$ cat config.mk
export PLATFORM = sky130hd
export DESIGN_NAME = rst_seq
export DESIGN_NICKNAME = d
export VERILOG_FILES = /design/src/rtl/rst_seq_pkg.sv /design/src/rtl/rst_seq_bit_syn.sv /design/src/rtl/rst_seq.sv
export SDC_FILE = /design/constraint.sdc
export NUM_CORES = 1
export LEC_CHECK = 0
export ABC_AREA = 1
export ABC_CLOCK_PERIOD_IN_PS = 4470
export CORE_MARGIN = 4
export CORE_UTILIZATION = 37
export CTS_CLUSTER_DIAMETER = 100
export DETAILED_ROUTE_END_ITERATION = 10
export PLACE_DENSITY = 0.54
export SYNTH_ARGS = -nofsm -noshare
export SYNTH_HDL_FRONTEND = slang
export SYNTH_SLANG_ARGS = --single-unit
$ cat constraint.sdc
create_clock -name clk_i -period 4.47 [get_ports clk_i]
set_input_delay 1.1175 -clock clk_i [delete_from_list [all_inputs] [get_ports clk_i]]
set_output_delay 1.1175 -clock clk_i [all_outputs]
set_load 0.01 [all_outputs]
$ cat src/rtl/rst_seq_pkg.sv
// Shared types and helpers for the multi-domain reset sequencer.
package rst_seq_pkg;

   typedef enum logic [1:0] {
      ASSERT,
      WAIT_LOCK,
      RELEASE,
      RUN
   } state_t;

   localparam int LOSS_CNT_W = 8;

   // Wide enough to hold the larger of the two terminal counts without wrapping.
   function automatic int cnt_width(input int lock_cycles, input int gap_cycles);
      int m;
      m = (lock_cycles > gap_cycles) ? lock_cycles : gap_cycles;
      return $clog2(m + 1);
   endfunction

endpackage

$ cat src/rtl/rst_seq_bit_syn.sv
// Generic 2-flop synchroniser, async active-low reset to 0.
module bit_syn (
   input  logic clk,
   input  logic rst_n,
   input  logic d,
   output logic q
);

   logic meta;

   always_ff @(posedge clk or negedge rst_n) begin
      if (!rst_n) begin
         meta <= 1'b0;
         q    <= 1'b0;
      end else begin
         meta <= d;
         q    <= meta;
      end
   end

endmodule

$ cat src/rtl/rst_seq.sv
// Multi-domain reset sequencer: qualifies PLL lock, then releases domains in order.
// Optional lock-loss counter output enabled by RST_SEQ_LOSS_CNT_EN.
//
//   state     | meaning
//   ----------+-------------------------------------------------------
//   ASSERT    | all domains held in reset for GAP_CYCLES minimum
//   WAIT_LOCK | counting consecutive synchronised-lock cycles
//   RELEASE   | releasing domains one per GAP_CYCLES, bit 0 first
//   RUN       | all domains released, done_o high
module rst_seq
   import rst_seq_pkg::*;
#(
   parameter int N_DOM       = 4,
   parameter int LOCK_CYCLES = 1024,
   parameter int GAP_CYCLES  = 16
) (
   input  logic                  clk_i,
   input  logic                  rst_n_i,
   input  logic                  pll_locked_i,
   input  logic                  sw_rst_req_i,
   output logic [N_DOM-1:0]      rst_n_o,
`ifdef RST_SEQ_LOSS_CNT_EN
   output logic [LOSS_CNT_W-1:0] loss_cnt_o,
`endif
   output logic                  done_o
);

   localparam int CNT_W = cnt_width(LOCK_CYCLES, GAP_CYCLES);
   localparam int IDX_W = (N_DOM > 1) ? $clog2(N_DOM) : 1;

   localparam logic [CNT_W-1:0] CNT_ONE  = CNT_W'(1);
   localparam logic [CNT_W-1:0] GAP_TC   = CNT_W'(GAP_CYCLES - 1);
   localparam logic [CNT_W-1:0] LOCK_TC  = CNT_W'(LOCK_CYCLES - 1);
   localparam logic [IDX_W-1:0] IDX_ONE  = IDX_W'(1);
   localparam logic [IDX_W-1:0] IDX_LAST = IDX_W'(N_DOM - 1);

   state_t           state;
   logic [CNT_W-1:0] cnt;
   logic [IDX_W-1:0] idx;
   logic             lock_s;
   logic             lock_lost;
   logic             abort_req;

   bit_syn u_lock_syn (
      .clk   (clk_i),
      .rst_n (rst_n_i),
      .d     (pll_locked_i),
      .q     (lock_s)
   );

   // Lock loss only matters once a release has started; in WAIT_LOCK it just clears cnt.
   assign lock_lost = !lock_s && (state == RELEASE || state == RUN);
   assign abort_req = (state != ASSERT) && (sw_rst_req_i || lock_lost);

   always_ff @(posedge clk_i or negedge rst_n_i) begin
      if (!rst_n_i) begin
         state   <= ASSERT;
         cnt     <= '0;
         idx     <= '0;
         rst_n_o <= '0;
         done_o  <= 1'b0;
      end else if (abort_req) begin
         state   <= ASSERT;
         cnt     <= '0;
         idx     <= '0;
         rst_n_o <= '0;
         done_o  <= 1'b0;
      end else begin
         case (state)
            ASSERT: begin
               if (sw_rst_req_i) begin
                  cnt <= '0;
               end else if (cnt == GAP_TC) begin
                  cnt   <= '0;
                  state <= WAIT_LOCK;
               end else begin
                  cnt <= cnt + CNT_ONE;
               end
            end
            WAIT_LOCK: begin
               if (!lock_s) begin
                  cnt <= '0;
               end else if (cnt == LOCK_TC) begin
                  cnt     <= '0;
                  idx     <= '0;
                  rst_n_o <= N_DOM'(1);
                  state   <= RELEASE;
               end else begin
                  cnt <= cnt + CNT_ONE;
               end
            end
            RELEASE: begin
               if (cnt == GAP_TC) begin
                  cnt <= '0;
                  if (idx == IDX_LAST) begin
                     done_o <= 1'b1;
                     state  <= RUN;
                  end else begin
                     idx     <= idx + IDX_ONE;
                     // shifting a one in keeps the output a thermometer code
                     rst_n_o <= N_DOM'({rst_n_o, 1'b1});
                  end
               end else begin
                  cnt <= cnt + CNT_ONE;
               end
            end
            RUN: begin
               state <= RUN;
            end
            default: begin
               state <= ASSERT;
            end
         endcase
      end
   end

`ifdef RST_SEQ_LOSS_CNT_EN
   localparam logic [LOSS_CNT_W-1:0] LOSS_ONE = LOSS_CNT_W'(1);

   always_ff @(posedge clk_i or negedge rst_n_i) begin
      if (!rst_n_i) begin
         loss_cnt_o <= '0;
      end else if (lock_lost && loss_cnt_o != '1) begin
         loss_cnt_o <= loss_cnt_o + LOSS_ONE;
      end
   end
`endif

endmodule
==> results.md, run 1 <==
- Dividing the detail-routed via count by the number of cells gives 4.84.
- Counting every sink on the clock net gives 22.
- The post-cts hold buffer count is 0.
- Dividing the detail-routed wire length by the instance count gives 11.3 µm.
- After clock tree synthesis, the repair step resized 0 gates.
- The final hold slack is 0.365 ns.
- The total overflow left after global routing is 0.
- The wire length on met2 is 1210 µm.
- The total number of vias is 1123.
- In this run the critical register-to-register path is launched from state[0].
- The cell at the slowest stage of the critical path is sky130_fd_sc_hd__nand4_1.
- Once detail routing completed, the nets flagged for antenna violations numbered 0.
- Counting I/O delays and the setup requirement, the final critical path takes 2.66 ns.
- For this run, design rule violations remaining after detail routing come to 0.
- The number of antenna violations at the first check in global routing is 0.
- At the end of routability-driven placement, the weighted congestion stood at 0.811.
- In this run the vertical extent of the chip is 68.3 µm.
- The most used flip-flop cell after synthesis is sky130_fd_sc_hd__dfrtp_1.
- The synthesized design contains 0 enable-type register cells.
- For the final routed database, the setup TNS stands at 0 ns.
- VDD sags by at most 0.214 mV.
- A synthesized cell averages 7.65 µm².
- Clock-pin slew was measured on the worst setup and hold paths at 0.12 ns.
- The most critical setup path has its startpoint at sw_rst_req_i.
- For this block, the initial DRC count from the detailed router was 46.
- For this run, the number of Yosys warnings is 0.
- For the final database, setup skew stands at 0.00176 ns.
- The power per cell area is 528 nW/µm².
- The largest stage delay on the critical path is 0.63 ns.
- For the worst setup path, the data required time is 4.66 ns.
- The max-slew violation count is 0.
- STA classifies the critical path endpoint as a register.
- In this design, the largest share of critical-path delay is due to simple AND/OR/NAND/NOR gates.
- The tree is rooted in a sky130_fd_sc_hd__clkbuf_4.
- The launching element type of the critical path is an input pin.
- The maximum buffer depth of the clock tree is 2.
- Together, buffers and inverters on the worst path number 2.
- The largest driver fanout on the critical path is 20.
- The maximum level of the CTS H-tree is 1.
- The clock tree from TritonCTS is built.
- The achievable clock frequency is 376 MHz.
- The worst hold-check path type is reg -> reg.
- The number of unique standard cell types used by synthesis is 24.
- The maximum number of pins on one net before global-route repair is 23.
- The first global-routing pass estimated 4440 µm of wire.
- The initial standard-cell utilization of the core is 39.4%.
- The layout overhead on the synthesized area is 12.2%.
- The pre-CTS setup slack is 1.48 ns.
- The worst-margin pin slew is 1.02 ns.
- The design draws 0.798 mW.
- Cells with a size suffix above 1 make up 10.2% of the layout.
- Walking the worst path, the cells encountered are clkdlybuf4s50_1 > inv_1 > nand4_1 > nand3b_1 > xor2_1 > a21oi_1.
- The sequential element share of the synthesized area is 40.9%.
- The flow ran to the end, and the final reports show no timing, DRC or antenna violations.
- The routed length on met3 is 65 µm.
- The count of boundary I/O pins is 9.
- Counting the buffers created by CTS gives 3.
- Data on the critical path arrives at its endpoint at 2.85 ns.
- The type of the worst setup path is in -> reg.
- In this run the horizontal extent of the chip is 68.3 µm.
- The post-CTS setup buffer count is 0.
- The post-synthesis cell count is 176.
- Measured against its own limit, the worst slew margin works out to 31.9%.
- The number of antenna diodes in the final layout is 0.
- In this run the most critical hold path is launched from u_lock_syn.meta.
- The number of global-route vias before repair came to 1034.
- The static leakage is 0.784 nW.
- The minimum setup slack in the final design is 1.81 ns.
- The cell area that synthesis handed to floorplanning was 1350 µm².
- In the synthesized netlist the async set-or-reset flop fraction comes to 100%.
- The detailed-routing iteration count for the pre-antenna-repair pass is 5.
- The number of input and output port buffers inserted is 8.
- The met1 wire length is 1300 µm.
- In the layout the commonest cells are 54 x sky130_fd_sc_hd__nand2_1, 24 x sky130_fd_sc_hd__inv_1, 22 x sky130_fd_sc_hd__dfrtp_1, 10 x sky130_fd_sc_hd__nand3_1.
- The highest routing layer actually used is met4.
- The most common cell after layout, fill and taps aside is sky130_fd_sc_hd__nand2_1.
- The die covers 4670 µm².
- The synthesized net count is 187.
- The hold violation count in the final report came to 0.
- In this run the core area contains 21 standard-cell rows.
- Max-cap violations in this run came to 0.
- Setup repair after global routing left no endpoint under its margin.
- The net count reported at finish is 198.
- Synthesis inferred 22 register bits.
- The count of endpoints failing setup in the final report is 0.
- After layout, the worst path uses 59.5% of the clock period.
- Detailed placement ended at an HPWL of 1970 µm.
- The total global routing track utilization is 12.5%.
- The clock reaches the later pin of the worst-skew pair after 0.31 ns.
- The final wirelength is 2620 µm.
- The total area inside the core boundary comes to 3420 µm².
[synthesized netlist by cell type, drive strengths merged (4+ instances only)]
cell type | number | area share, %
nand2 | 60 | 19
inv | 27 | 7.5
dfrtp | 22 | 41
a21oi | 11 | 4.9
nand3 | 10 | 3.7
nor2 | 10 | 3.5
ha | 7 | 6.5
o21ai | 7 | 2.6
nand4 | 6 | 2.8
nand3b | 5 | 2.8
xor2 | 4 | 2.6
[per-layer routing]
layer  vias up  track usage, %
met1       527            16.5
met3         5            1.97
li1        579               -
met4         0            5.21
met5         -               0
met2        12            20.2
[cell families after synthesis]
| logic type | count (synthesis) | synth area share, % |
|---|---|---|
| AND/OR/NAND/NOR | 92 | 31.8 |
| buffers and inverters | 29 | 8.27 |
| AO/OA/AOI/OAI | 22 | 9.95 |
| adder cells (fa/ha/maj) | 7 | 6.51 |
| flip-flops | 22 | 40.9 |
| XOR/XNOR | 4 | 2.60 |
[state kept, by name (all words and copies together), names as in the netlist]
register / count
cnt: 11
rst_n_o: 4
idx: 2
state: 2
done_o: 1
u_lock_syn.meta: 1
u_lock_syn.q: 1
[where the power goes]
group	switching [mW]	internal, mW
combinational	0.281	0.140
sequential	0.0291	0.235
clock	0.0632	0.0498
total	0.373	0.425
[metrics by stage]
| step | utilization, % | cell area, µm² | instances |
|---|---|---|---|
| after detailed placement | 43.2 | 1470 | 228 |
| after floorplan | - | 1350 | 176 |
| after global placement | 43.2 | 1470 | 228 |
| after CTS | 44.2 | 1510 | 232 |
| after global routing | 44.2 | 1510 | 232 |
| final | 44.2 | 1510 | 232 |
[worst paths after layout]
check,end,slack [ns],cells past startpoint
worst max-delay path,cnt[9],1.81,6
worst min-delay path,u_lock_syn.q,0.37,0
worst max register to register,cnt[9],2.17,7
worst min register to register,u_lock_syn.q,0.37,0
max in group asynchronous,cnt[4],2.52,1
min in group asynchronous,idx[0],1.34,1
[worst reg2reg max path: stages, from the launching register on]
cell	delay, ns
sky130_fd_sc_hd__dfrtp_1	0.41
sky130_fd_sc_hd__inv_1	0.10
sky130_fd_sc_hd__ha_1	0.26
sky130_fd_sc_hd__o21bai_2	0.19
sky130_fd_sc_hd__nand4_1	0.64
sky130_fd_sc_hd__nand3b_1	0.35
sky130_fd_sc_hd__xor2_1	0.17
sky130_fd_sc_hd__a21oi_1	0.05
[final cells by class]
type                            count  area, µm²
Fill cell                         346       1910
Tap cell                           46       57.6
Sequential cell                    22        551
Multi-Input combinational cell    125        684
Inverter                           27        101
Clock buffer                        4       36.3
Timing Repair Buffer                8       80.1
Note: power is estimated with default switching activity, not from simulation.
==> run 2, diff against run 1 <==
Settings changed: ABC_CLOCK_PERIOD_IN_PS 4470 to 2400, PLACE_DENSITY 0.54 to 0.56.
Clock period 4.47 ns to 2.4 ns, I/O delays scaled along.
==> run 2 against run 1 <==
Non-clock buffer count rose by 2. Final cell count rose by 0.43%. Sequential share of layout area barely moved. Final area barely moved. Combinational power rose by 85%. Setup slack got worse by 1.3 ns. Hold slack got worse by 0.0051 ns. Largest power group unchanged. Utilization barely moved. Clock power rose by 50%. Via count fell by 0.18%. Die area did not move.
==> results.md, run 2 (synthesized netlist as in run 1, its figures left out) <==
- The max-cap check violation count is 0 (unchanged).
- The number of cells on the worst reg-to-reg path is 9 (+2).
- The endpoint class of the critical path is a register.
- The number of flip-flops in the largest register is 11 (unchanged).
- The clock skew came to 0.00500 ns (+0.00324 ns).
- The maximum number of pins on one net before global-route repair was 23 (unchanged).
- The initial standard-cell utilization of the core was 39.4% (unchanged).
- In this run the worst setup path terminates at cnt[2].
- The number of global-route vias before repair is 1094 (+5.8%).
- The max-slew violation count came to 0 (unchanged).
- The setup path with the least slack is of type reg -> reg.
- The sequential share of power came to 34.4% (+1.3 points).
- The cell internal power dissipation is 0.766 mW (+80%).
- The largest stage delay on the critical path came to 0.43 ns (-0.20 ns).
- The power per cell area is 957 nW/µm² (+81%).
- The total global routing overflow is 0 (unchanged).
- The final total negative setup slack was 0 ns (unchanged).
- The count of endpoints failing setup in the final report is 0 (unchanged).
- The chip height was 68.3 µm (unchanged).
- The total power consumption of the routed design was 1.45 mW (+81%).
- The finished layout cell area came to 1510 µm² (about the same).
- The pre-CTS setup slack is 0.294 ns (-1.18 ns).
- In the final layout, the registers with the most flip-flops are cnt: 11 flops, rst_n_o: 4 flops.
- The largest driver fanout on the critical path is 9 (-55%).
- The core occupancy in the finished layout is 44.2% (about the same).
- The die outline width is 68.3 µm (unchanged).
- The worst-margin pin slew is 0.374 ns (-0.644 ns).
- The total global routing track utilization is 14.1% (+1.6 points).
- The count of boundary I/O pins is 9 (unchanged).
- The minimum setup slack in the final design was 0.516 ns (-1.29 ns).
- The clock network fraction of total power is 11.7% (-2.5 points).
- The family of cells with the greatest summed delay on the critical path is compound AO/OA/AOI/OAI gates.
- The mean number of vias per cell is 4.81 (-0.61%).
- The average wire per cell in the routed design is 11.7 µm (+3.7%).
- The clock transition at the registers of the reported paths is 0.12 ns (about the same).
- The global-route wire length before repair is 4850 µm (+9.2%).
- The tightest slew margin relative to the limit is 74.9% (+43 points).
- The net count reported at finish came to 200 (+1.0%).
- The share of post-route cells with drive strength above 1 is 10.7% (+0.48 points).
- The routability congestion estimate from global placement came to 0.885 (+9.2%).
- The worst register-to-register path begins at state[0].
- The detailed-routing iteration count for the pre-antenna-repair pass is 4 (-1).
- Setup repair after global routing left no endpoint under its margin.
- The top cell types in the final layout, fill and taps aside, are 54 x sky130_fd_sc_hd__nand2_1, 24 x sky130_fd_sc_hd__inv_1, 22 x sky130_fd_sc_hd__dfrtp_1, 10 x sky130_fd_sc_hd__nand3_1.
- The post-layout instance count excluding filler cells is 233 (+0.43%).
- The most common cell type on the critical path is sky130_fd_sc_hd__inv_1.
- TritonCTS built the clock tree.
- The die area is 4670 µm² (unchanged).
- The logic gate share of total power is 53.8% (+1.1 points).
- The layout overhead on the synthesized area is 12.3% (about the same).
- The post-cts hold buffer count was 0 (unchanged).
- The number of core rows is 21 (unchanged).
- The initial DRC count came to 79 (+72%).
- The total CTS buffers is 3 (unchanged).
- The most common cell after layout, fill and taps aside is sky130_fd_sc_hd__nand2_1.
- The cell area reported after detailed placement is 1490 µm² (+1.0%).
- The run finished with clean final reports.
- The critical path depth in cells came to 9 (+3).
- The worst-case register-to-register setup slack was 0.52 ns (-1.65 ns).
- The post-CTS setup buffer count is 0 (unchanged).
- The total buffers and inverters traversed by the critical path came to 2 (unchanged).
- The clock network latency to the later pin of the worst-skew pair is 0.31 ns (about the same).
- The remaining antenna violation count after routing is 0 (unchanged).
- The total number of vias is 1121 (-0.18%).
- The worst hold-check path type is reg -> reg.
- The register bank with the most flops is cnt.
- The hold violation count in the final report is 0 (unchanged).
- The core region area is 3420 µm² (unchanged).
- The achievable clock frequency is 531 MHz.
- The maximum buffer depth of the clock tree is 2 (unchanged).
- In this run the clock root is driven by a sky130_fd_sc_hd__clkbuf_4.
- The maximum level of the CTS H-tree is 1 (unchanged).
- The number of cells upsized or downsized after cts came to 0 (unchanged).
- The data required time of the worst path is 2.64 ns (-2.02 ns).
- The remaining design rule violation count was 0 (unchanged).
- The worst setup path startpoint is state[0].
- The number of antenna violations at the first check in global routing is 0 (unchanged).
- The number of input and output port buffers inserted is 8 (unchanged).
- The final critical-path share of the clock period is 78.5%.
- The final hold slack is 0.360 ns (-0.00511 ns).
- The clock period minus final worst setup slack is 1.88 ns.
- The cell count after placement is 230 (+0.88%).
- The sum of net half-perimeters after detailed placement was 2110 µm (+7.0%).
- The TritonCTS sink count came to 22 (unchanged).
- For this design, the slowest cell found on the critical path is sky130_fd_sc_hd__dfrtp_1.
- The maximum VDD drop is 0.414 mV (+93%).
- In this run the critical register-to-register path is captured at cnt[2].
- The switching component of the power is 0.680 mW (+82%).
- The fraction of power spent switching nets came to 47.0% (+0.30 points).
- The antenna diode instance count is 0 (unchanged).
- Walking the worst path, the cells encountered are inv_1 > ha_1 > o21bai_2 > nand2_2 > nand2_4 > inv_1 > a21oi_2 > nand2_1 > a21oi_1.
- The static leakage is 0.786 nW (+0.25%).
- The data arrival time of the critical path is 2.13 ns (-0.72 ns).
- The final wirelength is 2720 µm (+4.2%).
- STA classifies the critical path startpoint as a register.
==> run 2: how the worst min path moves through the flow <==
stage,cells after the start,to,slack (ns),from
global route,0,u_lock_syn.q,0.38,u_lock_syn.meta
CTS,0,u_lock_syn.q,0.36,u_lock_syn.meta
floorplan,0,cnt[0],0.30,rst_n_i
global placement,0,u_lock_syn.q,0.33,u_lock_syn.meta
detailed placement,0,u_lock_syn.q,0.34,u_lock_syn.meta
finish,0,u_lock_syn.q,0.36,u_lock_syn.meta
==> run 2: layer usage <==
metal / vias to the layer above / GRT usage, % / share of wire [%]
met1: 524 / 17.5 / 46
li1: 581 / - / -
met5: - / 0 / 0
met3: 5 / 1.97 / 2.9
met4: 0 / 6.70 / 2.0
met2: 11 / 23.8 / 49
==> run 2: area by class of cell <==
cell class              instances  area (µm²)
repair buffers                 10        95.1
inverters                      27         101
clock buffers                   3        22.5
flip-flops and latches         22         551
well taps                      46        57.6
multi-input cells             125         684
fillers                       363        1900
==> run 2: power by group through the flow <==
stage          Sequential, mW  Combinational, mW  Clock, mW
2_1_floorplan           0.498              0.598          0
3_3_place_gp            0.504              0.774          0
3_5_place_dp            0.508              0.789          0
4_1_cts                 0.501              0.790      0.179
5_1_grt                 0.510              0.891      0.195
6_report                0.498              0.778      0.169
==> run 2: worst register-to-register path, cell delays in order, from the launching register on <==
cell and delay (ns):
sky130_fd_sc_hd__dfrtp_1 0.43, sky130_fd_sc_hd__inv_1 0.11, sky130_fd_sc_hd__ha_1 0.27, sky130_fd_sc_hd__o21bai_2 0.19
sky130_fd_sc_hd__nand2_2 0.09, sky130_fd_sc_hd__nand2_4 0.11, sky130_fd_sc_hd__inv_1 0.08, sky130_fd_sc_hd__a21oi_2 0.17
sky130_fd_sc_hd__nand2_1 0.17, sky130_fd_sc_hd__a21oi_1 0.18
==> run 3, diff against run 2 <==
Settings changed: ABC_CLOCK_PERIOD_IN_PS 2400 to 1650.
Clock period 2.4 ns to 1.65 ns, I/O delays scaled along.
==> run 3 against run 2 <==
Sequential share of layout area fell by 7.9 points. The run now ends with negative setup slack left. Setup slack got worse by 0.55 ns. Final cell count increased by 13%. Wire length up 16%. Combinational power is 150% higher. Critical path depth grew 3. Sequential power rose by 46%.
==> results.md, run 3 (synthesized netlist as in run 1, its figures left out) <==
- The final wirelength was 3150 µm (+16%).
- The sum of net half-perimeters after detailed placement was 2220 µm (+5.3%).
- The launching element type of the critical path is a register.
- The number of inserted filler cells in the final layout was 298 (-18%).
- The share of post-route cells with drive strength above 1 is 35.8% (+25 points).
- The minimum setup slack in the final design was -0.0370 ns (-0.553 ns).
- The pre-CTS setup slack is -0.248 ns (-0.542 ns).
- The TritonCTS sink count is 22 (unchanged).
- The highest routing layer actually used is met4.
- The max-slew violation count is 0 (unchanged).
- The final total negative setup slack is -0.247 ns (-0.247 ns).
- The largest registers in the layout are cnt: 11 flops, rst_n_o: 4 flops.
- The number of flip-flops in the largest register is 11 (unchanged).
- The clock transition at the registers of the reported paths is 0.12 ns (about the same).
- The maximum level of the CTS H-tree is 1 (unchanged).
- The final hold slack is 0.365 ns (+0.00522 ns).
- The clock period minus final worst setup slack is 1.69 ns (-0.197 ns).
- In this run the clock root is driven by a sky130_fd_sc_hd__clkbuf_4.
- The maximum VDD drop is 0.709 mV (+71%).
- The total global routing track utilization was 15.4% (+1.3 points).
- The die outline width was 68.3 µm (unchanged).
- Setup repair after global routing could not meet its margin everywhere.
- The mean number of vias per cell came to 4.89 (+1.7%).
- The worst-margin pin slew came to 0.300 ns (-0.0741 ns).
- The cell count after placement is 252 (+9.6%).
- The total global routing overflow is 0 (unchanged).
- The wire length on met2 is 1570 µm (+17%).
- The worst hold-check path type is reg -> reg.
- The remaining antenna violation count after routing came to 0 (unchanged).
- The logic gate share of total power came to 65.2% (+11 points).
- The endpoint class of the critical path is a register.
- The chip height was 68.3 µm (unchanged).
- The clock network fraction of total power is 10.0% (-1.7 points).
- The total power consumption of the routed design came to 2.94 mW (+100%).
- The cell area reported after detailed placement is 1650 µm² (+11%).
- The final reports fail on negative setup slack.
- The finished layout cell area came to 1930 µm² (+28%).
- The largest driver fanout on the critical path is 7 (-2).
- The clock skew is 0.00741 ns (+0.00241 ns).
- The max-cap check violation count is 0 (unchanged).
- The count of boundary I/O pins came to 9 (unchanged).
- The final critical-path share of the clock period is 102% (+24 points).
- The met1 wire length is 1390 µm (+11%).
- The achievable clock frequency is 593 MHz (+12%).
- The average wire per cell in the routed design is 11.9 µm (+2.0%).
- The cell internal power dissipation is 1.64 mW (+110%).
- The power per cell area is 1520 nW/µm² (+59%).
- The core occupancy in the finished layout is 56.6% (+12 points).
- The layout overhead on the synthesized area is 43.7%.
- The library cells used most frequently in the layout, excluding fill and tap cells, are 44 x sky130_fd_sc_hd__nand2_1, 26 x sky130_fd_sc_hd__buf_4, 21 x sky130_fd_sc_hd__dfrtp_1, 18 x sky130_fd_sc_hd__inv_1, 12 x sky130_fd_sc_hd__nand2_2.
- The run finished, with violations left.
- The clock tree from TritonCTS is built.
- The total CTS buffers is 3 (unchanged).
- The maximum number of pins on one net before global-route repair is 23 (unchanged).
- The routed length on met3 was 150 µm (+88%).
- The tightest slew margin relative to the limit came to 79.8% (+5.0 points).
- The initial DRC count is 47 (-41%).
- The initial standard-cell utilization of the core is 39.4% (unchanged).
- The post-cts hold buffer count was 0 (unchanged).
- The data required time of the worst path was 1.86 ns (-0.78 ns).
- The net count reported at finish is 230 (+15%).
- The number of input and output port buffers inserted is 8 (unchanged).
- The type of the worst setup path is reg -> reg.
- Ranked by flip-flop count, first place goes to cnt.
- The data arrival time of the critical path came to 1.89 ns (-0.24 ns).
- The remaining design rule violation count is 0 (unchanged).
- The core region area was 3420 µm² (unchanged).
- The count of endpoints failing setup in the final report is 12 (+12).
- The number of antenna violations at the first check in global routing is 0 (unchanged).
- The sequential share of power is 24.7% (-9.7 points).
- The hold violation count in the final report is 0 (unchanged).
- The clock network latency to the later pin of the worst-skew pair was 0.30 ns (about the same).
- The static leakage came to 1.04 nW (+32%).
- The detailed-routing iteration count for the pre-antenna-repair pass is 4 (unchanged).
- The antenna diode instance count is 0 (unchanged).
- The routability congestion estimate from global placement is 0.866 (-2.2%).
- The die area is 4670 µm² (unchanged).
- The most common cell after layout, fill and taps aside is sky130_fd_sc_hd__nand2_1.
- The number of core rows is 21 (unchanged).
- The switching component of the power was 1.30 mW (+92%).
- The number of global-route vias before repair is 1288 (+18%).
- The fraction of power spent switching nets is 44.3% (-2.7 points).
- The total number of vias is 1292 (+15%).
- The global-route wire length before repair is 5410 µm (+12%).
- The maximum buffer depth of the clock tree is 2 (unchanged).
- The post-layout instance count excluding filler cells is 264 (+13%).
[run 3: final cells by class]
class	instances	area, µm²	share of cell area, %
timing repair buffer	39	348	18.0
tap	46	57.6	2.98
sequential	22	552	28.5
clock buffer	4	36.3	1.88
inverter	27	106	5.50
multi-input combinational	126	835	43.1
[run 3: final timing paths]
kind / cells after the start / startpoint / slack, ns / endpoint
setup reg to reg: 12 / state[0] / -0.04 / idx[0]
max in group asynchronous: 2 / rst_n_i / 0.98 / state[1]
min in group asynchronous: 2 / rst_n_i / 0.44 / state[0]
hold / removal: 0 / u_lock_syn.meta / 0.37 / u_lock_syn.q
setup / recovery: 12 / state[0] / -0.04 / idx[0]
hold reg to reg: 0 / u_lock_syn.meta / 0.37 / u_lock_syn.q
[run 3: power by group through the flow]
stage	clock (mW)	sequential, mW	combinational, mW
final	0.295	0.727	1.92
after global routing	0.335	0.744	2.10
after CTS	0.309	0.721	1.75
after detailed placement	0	0.727	1.43
after global placement	0	0.723	1.40
after floorplan	0	0.724	0.870
[run 3: what timing repair did]
item | in CTS | in global routing
setup buffers | 5 | 1
gates resized for setup | 25 | 31
pin swaps | 7 | 11
cloned | 2 | 0
endpoints found under the setup margin | 19 | 24
[run 3: worst max-delay path, stage by stage, from the launching register on]
cell and delay (ns):
sky130_fd_sc_hd__dfrtp_1 0.45, sky130_fd_sc_hd__inv_2 0.12, sky130_fd_sc_hd__ha_4 0.18, sky130_fd_sc_hd__o21bai_4 0.08, sky130_fd_sc_hd__nand2_2 0.09, sky130_fd_sc_hd__nand2_4 0.08, sky130_fd_sc_hd__buf_4 0.15, sky130_fd_sc_hd__nand2_1 0.07
sky130_fd_sc_hd__nand2_2 0.05, sky130_fd_sc_hd__inv_2 0.12, sky130_fd_sc_hd__nand2_4 0.09, sky130_fd_sc_hd__nand2_2 0.07, sky130_fd_sc_hd__nand2_2 0.04
[run 3: metal layers]
metal | vias up | track usage [%]
met5 | - | 0
met4 | 0 | 6.20
met3 | 6 | 2.96
met2 | 26 | 27.4
met1 | 609 | 18.0
li1 | 651 | -
